File: config.mk
export PLATFORM = sky130hd
export DESIGN_NAME = div_unit_flat
export DESIGN_NICKNAME = d
export VERILOG_FILES = /design/src/rtl/div_unit_if.sv /design/src/rtl/div_unit.sv /design/src/flat_wrapper.sv
export SDC_FILE = /design/constraint.sdc
export NUM_CORES = 1
export LEC_CHECK = 0
export CORE_ASPECT_RATIO = 0.5
export CORE_UTILIZATION = 30
export CTS_CLUSTER_SIZE = 28
export DETAILED_ROUTE_END_ITERATION = 10
export DONT_BUFFER_PORTS = 1
export MAX_ROUTING_LAYER = met4
export PLACE_DENSITY_LB_ADDON = 0.2
export SYNTH_ARGS = -nofsm -noshare
export SYNTH_HDL_FRONTEND = slang
export SYNTH_SLANG_ARGS = --single-unit
export TNS_END_PERCENT = 100
File: constraint.sdc
create_clock -name clock -period 6.3 [get_ports clock]
set_clock_uncertainty 0.15 [all_clocks]
set_input_delay 0.63 -clock clock [delete_from_list [all_inputs] [get_ports clock]]
set_output_delay 0.63 -clock clock [all_outputs]
set_load 0.05 [all_outputs]
File: src/rtl/div_unit_if.sv
// rtl/div_unit_if.sv - request/result bundle for div_unit
interface div_unit_if #(parameter int WIDTH = 32);
   logic             start;
   logic             sign_mode;
   logic [WIDTH-1:0] dividend;
   logic [WIDTH-1:0] divisor;
   logic [WIDTH-1:0] q;
   logic [WIDTH-1:0] r;
   logic             busy;
   logic             done;
   logic             div_zero;

   modport master (
      output start, sign_mode, dividend, divisor,
      input  q, r, busy, done, div_zero
   );

   modport slave (
      input  start, sign_mode, dividend, divisor,
      output q, r, busy, done, div_zero
   );
endinterface

File: src/rtl/div_unit.sv
// rtl/div_unit.sv - radix-2 restoring signed/unsigned divider, WIDTH steps per result
// Optional: DIV_ZERO_FAST_EN resolves a zero divisor in one cycle without entering RUN.
module div_unit #(
   parameter int WIDTH = 32
) (
   input  logic       clock,
   input  logic       reset,
   div_unit_if.slave  bus
);
   localparam int CW = $clog2(WIDTH + 1);

   typedef enum logic [1:0] {IDLE, RUN, FIN} state_t;

   state_t           state;
   state_t           state_next;
   logic [WIDTH-1:0] rem;
   logic [WIDTH-1:0] quo;
   logic [WIDTH-1:0] dvs;
   logic [CW-1:0]    cnt;
   logic             q_neg;
   logic             r_neg;
   logic             zero;

   logic             accept;
   logic             last;
   logic             fast_zero;
   logic             a_neg;
   logic             b_neg;
   logic [WIDTH-1:0] a_mag;
   logic [WIDTH-1:0] b_mag;
   logic [WIDTH:0]   up;
   logic             ge;
   logic [WIDTH-1:0] rem_step;
   logic [WIDTH-1:0] quo_step;
   logic [WIDTH-1:0] q_fin;
   logic [WIDTH-1:0] r_fin;

   assign accept = (state == IDLE) && bus.start;
   assign last   = (state == RUN) && (cnt == CW'(WIDTH - 1));

`ifdef DIV_ZERO_FAST_EN
   assign fast_zero = (bus.divisor == '0);
`else
   assign fast_zero = 1'b0;
`endif

   assign a_neg = bus.sign_mode & bus.dividend[WIDTH-1];
   assign b_neg = bus.sign_mode & bus.divisor[WIDTH-1];
   assign a_mag = a_neg ? -bus.dividend : bus.dividend;
   assign b_mag = b_neg ? -bus.divisor  : bus.divisor;

   // Partial remainder keeps a carry bit so divisors near 2^WIDTH compare correctly
   assign up       = {rem, quo[WIDTH-1]};
   assign ge       = (up >= {1'b0, dvs});
   assign rem_step = ge ? (up[WIDTH-1:0] - dvs) : up[WIDTH-1:0];
   assign quo_step = {quo[WIDTH-2:0], ge};

   // Zero divisor leaves the dividend magnitude in rem, so sign correction restores it
   assign q_fin = zero  ? '1 : (q_neg ? -quo_step : quo_step);
   assign r_fin = r_neg ? -rem_step : rem_step;

   always_ff @(posedge clock) begin
      if (reset) begin
         state <= IDLE;
      end else begin
         state <= state_next;
      end
   end

   always_comb begin
      state_next = state;
      case (state)
         IDLE:    if (bus.start) state_next = fast_zero ? FIN : RUN;
         RUN:     if (last) state_next = IDLE;
         FIN:     state_next = IDLE;
         default: state_next = IDLE;
      endcase
   end

   always_comb begin
      bus.busy = (state == RUN);
   end

   always_ff @(posedge clock) begin
      if (reset) begin
         rem          <= '0;
         quo          <= '0;
         dvs          <= '0;
         cnt          <= '0;
         q_neg        <= 1'b0;
         r_neg        <= 1'b0;
         zero         <= 1'b0;
         bus.q        <= '0;
         bus.r        <= '0;
         bus.div_zero <= 1'b0;
         bus.done     <= 1'b0;
      end else begin
         bus.done <= 1'b0;
         if (accept) begin
            rem   <= '0;
            quo   <= fast_zero ? bus.dividend : a_mag;
            dvs   <= b_mag;
            q_neg <= a_neg ^ b_neg;
            r_neg <= a_neg;
            zero  <= (bus.divisor == '0);
            cnt   <= '0;
         end else if (state == RUN) begin
            rem <= rem_step;
            quo <= quo_step;
            cnt <= cnt + CW'(1);
            if (last) begin
               bus.q        <= q_fin;
               bus.r        <= r_fin;
               bus.div_zero <= zero;
               bus.done     <= 1'b1;
            end
         end else if (state == FIN) begin
            bus.q        <= '1;
            bus.r        <= quo;
            bus.div_zero <= 1'b1;
            bus.done     <= 1'b1;
         end
      end
   end
endmodule

File: src/flat_wrapper.sv
// flat-port wrapper written by rule: the top's interface ports become plain ports
module div_unit_flat 
#(
   parameter int WIDTH = 32
)
  (clock, reset, bus_start, bus_sign_mode, bus_dividend, bus_divisor, bus_q, bus_r, bus_busy, bus_done, bus_div_zero);
  div_unit_if #(.WIDTH(WIDTH)) bus_i ();
  input  logic clock;
  input  logic reset;
  input wire logic [$bits(bus_i.start)-1:0] bus_start;
  input wire logic [$bits(bus_i.sign_mode)-1:0] bus_sign_mode;
  input wire logic [$bits(bus_i.dividend)-1:0] bus_dividend;
  input wire logic [$bits(bus_i.divisor)-1:0] bus_divisor;
  output wire logic [$bits(bus_i.q)-1:0] bus_q;
  output wire logic [$bits(bus_i.r)-1:0] bus_r;
  output wire logic [$bits(bus_i.busy)-1:0] bus_busy;
  output wire logic [$bits(bus_i.done)-1:0] bus_done;
  output wire logic [$bits(bus_i.div_zero)-1:0] bus_div_zero;
  assign bus_i.start = bus_start;
  assign bus_i.sign_mode = bus_sign_mode;
  assign bus_i.dividend = bus_dividend;
  assign bus_i.divisor = bus_divisor;
  assign bus_q = bus_i.q;
  assign bus_r = bus_i.r;
  assign bus_busy = bus_i.busy;
  assign bus_done = bus_i.done;
  assign bus_div_zero = bus_i.div_zero;
  div_unit #(.WIDTH(WIDTH)) u_core (.clock(clock), .reset(reset), .bus(bus_i));
endmodule
; ---- Yosys cells after proc, flatten, opt, wreduce, memory -nomap -nowiden
; Index checks and enable logic that the tools add are counted.
[totals]
output_inout_bits = 67
mem_bits_rw = 0
romBits = 0
latch_bits = 0
elab_cells = 60
register_bits = 173
memories = 0
[op_classes]
bitwise_logic = 4
n_addsub = 6
n_lt_le_gt_ge = 1
n_mul = 0
div_mod_pow = 0
n_reduce_logical = 9
muxes = 23
n_eq_ne = 5
shift = 0
[op_table]
columns = op, count
row1 = $mux 32, 14
row2 = $neg 32->32, 4
row3 = $ge 33x32->1, 1
row4 = $logic_not 32->1, 1
row5 = $sub 32x32->32, 1
row6 = $add 6x1->6 const B, 1
row7 = $eq 6x5->1 const B, 1
row8 = $mux 1, 6
row9 = $mux 2, 2
row10 = $pmux 2 s2, 1
row11 = $reduce_bool 2->1, 2
row12 = $reduce_and 3->1, 1
row13 = $and 1x1->1, 2
row14 = $eq 2x1->1 const B, 1
row15 = $eq 2x2->1 const B, 1
row16 = $logic_and 1x1->1, 2
row17 = $logic_not 2->1, 1
row18 = $ne 2x1->1 const B, 1
row19 = $ne 2x2->1 const B, 1
row20 = $reduce_and 2->1, 1
row21 = $reduce_or 2->1, 1
row22 = $not 1->1, 1
row23 = $xor 1x1->1, 1

; ---- Logic depth before layout (Yosys ltp)
[depth]
word_depth = 6
ltp_mapped = 24
depth_no_buf = 19

; ---- Worst setup path after synthesis
; Ideal clock, no wire load.
[synth_timing]
path_kind = reg-to-reg
start = reg u_core.dvs[14]
end = reg u_core.bus.r[28]
required_time_ns = 6.076
n_path_buf = 5
arrival_time_ns = 4.218
slack_ns = 1.858
stages_incl_launch_ff = 22
setup_ns = 0.074
cell_sequence = dfxtp_1 inv_1 ha_1 buf_4 nand4_1 nor4_2 a21oi_1 o211a_1 buf_4 nand2_4 buf_6 buf_2 buf_2 mux2i_1 ha_1 and2_1 nand4b_1 a2111oi_2 o2111ai_1 nor3_1 mux2_2 a31oi_1
[synth_via]
elab_chain_cells = 6
[synth_lines]
columns = item, line
row1 = start: declaration, div_unit.sv:18  ; logic [WIDTH-1:0] dvs;
row2 = start signal: assignment, div_unit.sv:102  ; dvs <= b_mag;
row3 = $sub 32x32->32 / $ge 33x32->1 (equally long branches), "div_unit.sv:55, div_unit.sv:54"
row4 = $mux 32 *, div_unit.sv:55  ; assign rem_step = ge ? (up[WIDTH-1:0] - dvs) : up[WIDTH-1:0];
row5 = $neg 32->32, div_unit.sv:60  ; assign r_fin = r_neg ? -rem_step : rem_step;
row6 = $mux 32 *, div_unit.sv:60
row7 = $mux 32 *, div_unit.sv:111  ; if (last) begin
row8 = $mux 32 *, div_unit.sv:107  ; end else if (state == RUN) begin
row9 = end signal: assignment, div_unit.sv:113  ; bus.r <= r_fin;
row10 = end signal: assignment, div_unit.sv:119  ; bus.r <= quo;
row11 = end: declaration, div_unit_if.sv:20  ; output q, r, busy, done, div_zero
; Every way passes the cells marked *; elsewhere a longest branch is shown, timed or not. The select of a mux whose other input is x is not followed.
; A chain may end at the register's enable or synchronous reset.

; ---- Final worst setup path
[layout_timing]
start = reg u_core.rem[8]
end = reg u_core.bus.r[28]
[layout_via]
elab_chain_cells = 6
[layout_lines]
columns = item, line
row1 = start: declaration, div_unit.sv:16  ; logic [WIDTH-1:0] rem;
row2 = start signal: assignment, div_unit.sv:108  ; rem <= rem_step;
row3 = $sub 32x32->32 / $ge 33x32->1 (equally long branches), "div_unit.sv:55, div_unit.sv:54"
row4 = $mux 32 *, div_unit.sv:55
row5 = $neg 32->32, div_unit.sv:60
row6 = $mux 32 *, div_unit.sv:60
row7 = $mux 32 *, div_unit.sv:111
row8 = $mux 32 *, div_unit.sv:107
; Marked as above.

==> impl_metrics.toml <==
[outcome]
outcome = "complete, no violations"

[cts]
post_cts_buffers = 0
cts.repair.resized = 0
holdBufCountCts = 0
cts_tree = "built"
clock-sinks = 172
clk_latency_ns = 0.45
cts-root-buf = "clkbuf_16"
htreeDepth = 4
numCtsBuffers = 17
path_clk_slew_ns = 0.07
clk_path_buf_depth = 2

[floorplan]
core-area_um2 = 38040
chipHeight_um = 142.1
rows = 50
start_util_pct = 30.94
fp.dieW_um = 282.1
ios = 135
dieArea_um2 = 40080

[yosys]
synth_compound_area_share_pct = 25.80
ys.flop_type = "dfxtp_1"
synth.yosys.seq_area_share_pct = 29.25
synth_most_common_cell = "nor2_1"
postSynth.asyncResetShare_pct = 0
avgSynthCellArea_um2 = 7.584
synth_cell_types = 81
synthSimpleGateAreaFrac_pct = 23.54
synth_edf_count = 0
ys_top_cells_by_area = "dfxtp_1, nor2_1, a211oi_1, xor2_1, a21oi_1"
yosys.area.top_type_share_pct = 29.25
netlist_area_um2 = 11770
netlist_instances = 1552
ys_seq_elements = 172
synth_nets = 1658
yosysWarnings = 0
synth_xor_area_share_pct = 8.696
synth_top_area_cell = "dfxtp_1"
synth_top_family_by_area = "compound AO/OA/AOI/OAI gates"
synthMuxAreaShare_pct = 3.210
synthAdderAreaFrac_pct = 4.103
ys_top_cells_by_count = "nor2_1, dfxtp_1, nand2_1"

[place]
dp_hpwl_mm = 30.28
place_area_um2 = 12090
place_congestion = 0.9322
io_buffers = 0
dp.cells = 1987
post-place-ws_ns = 1.461

[detailed_routing]
drt-vias-per-instance = 5.516
wl_per_cell_um = 19.90
routed_wl_mm = 40.18
vias = 11140
first_iter_violations = 883
route.detailed.drc = 0
postRouteAntennaNets = 0
firstDrtPassIters = 5

[sta]
hold_ws_ns = 0.1003
tightest_slew_ns = 1.066
setup_viol = 0
relSlewSlack_pct = 28.82
rsz0062_at_grt = "false"
setup_tns_ns = 0
period_minus_slack_ns = 4.866
report.final.slew_viol_count = 0
clock.fmax_ghz = 0.2055
worst_slack_ns = 1.434
timing.final.crit_share_pct = 77.23
hold_viol = 0

[critical_path]
r2r-start = "u_core.rem[8]"
cp_top_family = "simple AND/OR/NAND/NOR gates"
path_max_fanout = 10
critPathSlowestCell = "ha_1"
path_cells = "ha_1 -> nand4_1 -> nor4_2 -> a21oi_1 -> o211a_1 -> nand2_4 -> mux2i_1 -> ha_1 -> nand2b_1 -> nor4_1 -> nand3_1 -> nand2_1 -> o2111ai_1 -> nor3_1 -> mux2_2 -> a31oi_1"
path_buf_inv = 0
r2r_slack_ns = 1.43
max_stage_delay_ns = 0.52
crit_type = "flip-flop to flip-flop"
crit_arrival_ns = 5.09
crit_top_cell = "ha_1"
crit_path_end_kind = "flip-flop"
r2r_end = "u_core.bus.r[28]"
r2r_cells = 16
worst_setup_path_start_kind = "flip-flop"
cp.required_ns = 6.53

[pwr]
power_mw = 3.839
p_per_area_nw_per_um2 = 302.4
peakVddDrop_uv = 188.9
cellLeakagePower_nw = 4.467

[finish]
final_area_um2 = 12690
finish.utilization_pct = 33.37
insertedDiodeCount = 0
drive_gt1_share_pct = 5.137
fin_cells = 2019
nNetsFinal = 1592
areaGrowthSynthToFinish_pct = 7.845

[min_path]
hp-class = "primary input to flip-flop"
hp-start = "reset"
whs_path_depth = 1
whs_endpoint = "u_core.bus.r[20]"

[global_routing]
grt_max_degree = 124
first_global_vias = 10460
grt_usage_pct = 20.89
gr-total-overflow = 0
antenna_found_initial = 0
grt_first_pass_wirelength_mm = 62.70

[flow_run]
drv_cap = 0
==> worst max-delay path by stage <==
stage	startpoint	to	slack (ns)	cells after the start
5_1_grt	u_core.rem[8]	u_core.bus.r[28]	0.96	15
3_5_place_dp	u_core.rem[8]	u_core.bus.r[28]	1.46	15
2_1_floorplan	u_core.dvs[14]	u_core.bus.r[28]	1.86	21
3_3_place_gp	u_core.rem[8]	u_core.bus.r[28]	1.63	16
4_1_cts	u_core.rem[8]	u_core.bus.r[28]	1.43	15
6_report	u_core.rem[8]	u_core.bus.r[28]	1.43	16
==> routing by layer <==
layer | track usage (%) | part of all wire [%] | wire [um] | up-vias
met4 | 4.090 | 1.4 | 545 | 0
met1 | 27.20 | 47 | 18730 | 5326
met2 | 33.64 | 47 | 18900 | 254
met3 | 4.054 | 5.0 | 2006 | 31
li1 | - | - | - | 5525
met5 | - | 0 | 0 | -
==> registers in the layout (all words and copies together) (netlist names) <==
register and count:
u_core.bus.r 32, u_core.bus.done 1, u_core.r_neg 1, u_core.rem 32, u_core.bus.div_zero 1, u_core.q_neg 1
u_core.zero 1, u_core.dvs 32, u_core.cnt 6, u_core.state 1, u_core.quo 32, u_core.bus.q 32
==> worst reg2reg max path, stage by stage (launching register included) <==
cell       delay, ns
dfxtp_1         0.41
ha_1            0.52
nand4_1         0.25
nor4_2          0.38
a21oi_1         0.14
o211a_1         0.41
nand2_4         0.18
mux2i_1         0.32
ha_1            0.30
nand2b_1        0.09
nor4_1          0.26
nand3_1         0.16
nand2_1         0.10
o2111ai_1       0.30
nor3_1          0.33
mux2_2          0.37
a31oi_1         0.12
==> report_power, final <==
group	leakage, nW	switching (mW)	internal (mW)	total, mW
clock network	0.297	0.509	0.601	1.11
logic	2.77	1.00	0.517	1.52
registers	1.40	0.0714	1.14	1.21
total	4.47	1.58	2.26	3.84
==> area by class of cell <==
| class | count | area [um2] |
|---|---|---|
| Timing Repair Buffer | 11 | 82.58 |
| Clock buffer | 18 | 429.2 |
| Fill cell | 4147 | 25340 |
| Clock inverter | 14 | 173.9 |
| Tap cell | 520 | 650.6 |
| Sequential cell | 172 | 3447 |
| Inverter | 55 | 206.4 |
| Multi-Input combinational cell | 1229 | 7704 |
==> logic make-up (layout without fill, tap and decap cells) <==
kind of cell | Yosys count | in the layout
and+or+nand+nor | 583 | 583
DFF | 172 | 172
xor gates and xnor gates | 116 | 116
adders and majority gates | 38 | 38
muxes | 36 | 36
buffers and inverters | 151 | 98
AOI/OAI and AO/OA | 456 | 456
==> cells in the final DEF (no fill, tap or decap), types with 12 or more instances in the layout <==
cell       Yosys  routed
or4_1         15      15
a21oi_1      127     127
o22ai_1       14      14
a21o_1        12      12
dfxtp_1      172     171
mux2i_1       25      25
nor4_1        14      14
nand3_1       26      26
inv_1         53      53
nor3_1        43      41
nor2_1       232     232
nand2_1      130     130
or3_1         27      27
o31ai_1       22      22
ha_1          37      37
nand4_1       17      17
a31oi_1       16      16
xor2_1        75      75
a311oi_1      17      17
clkbuf_16      0      17
xnor2_1       40      40
a211oi_1      92      92
and3_1        17      17
o21ai_0       72      72
Note: power is estimated with default switching activity, not from simulation.
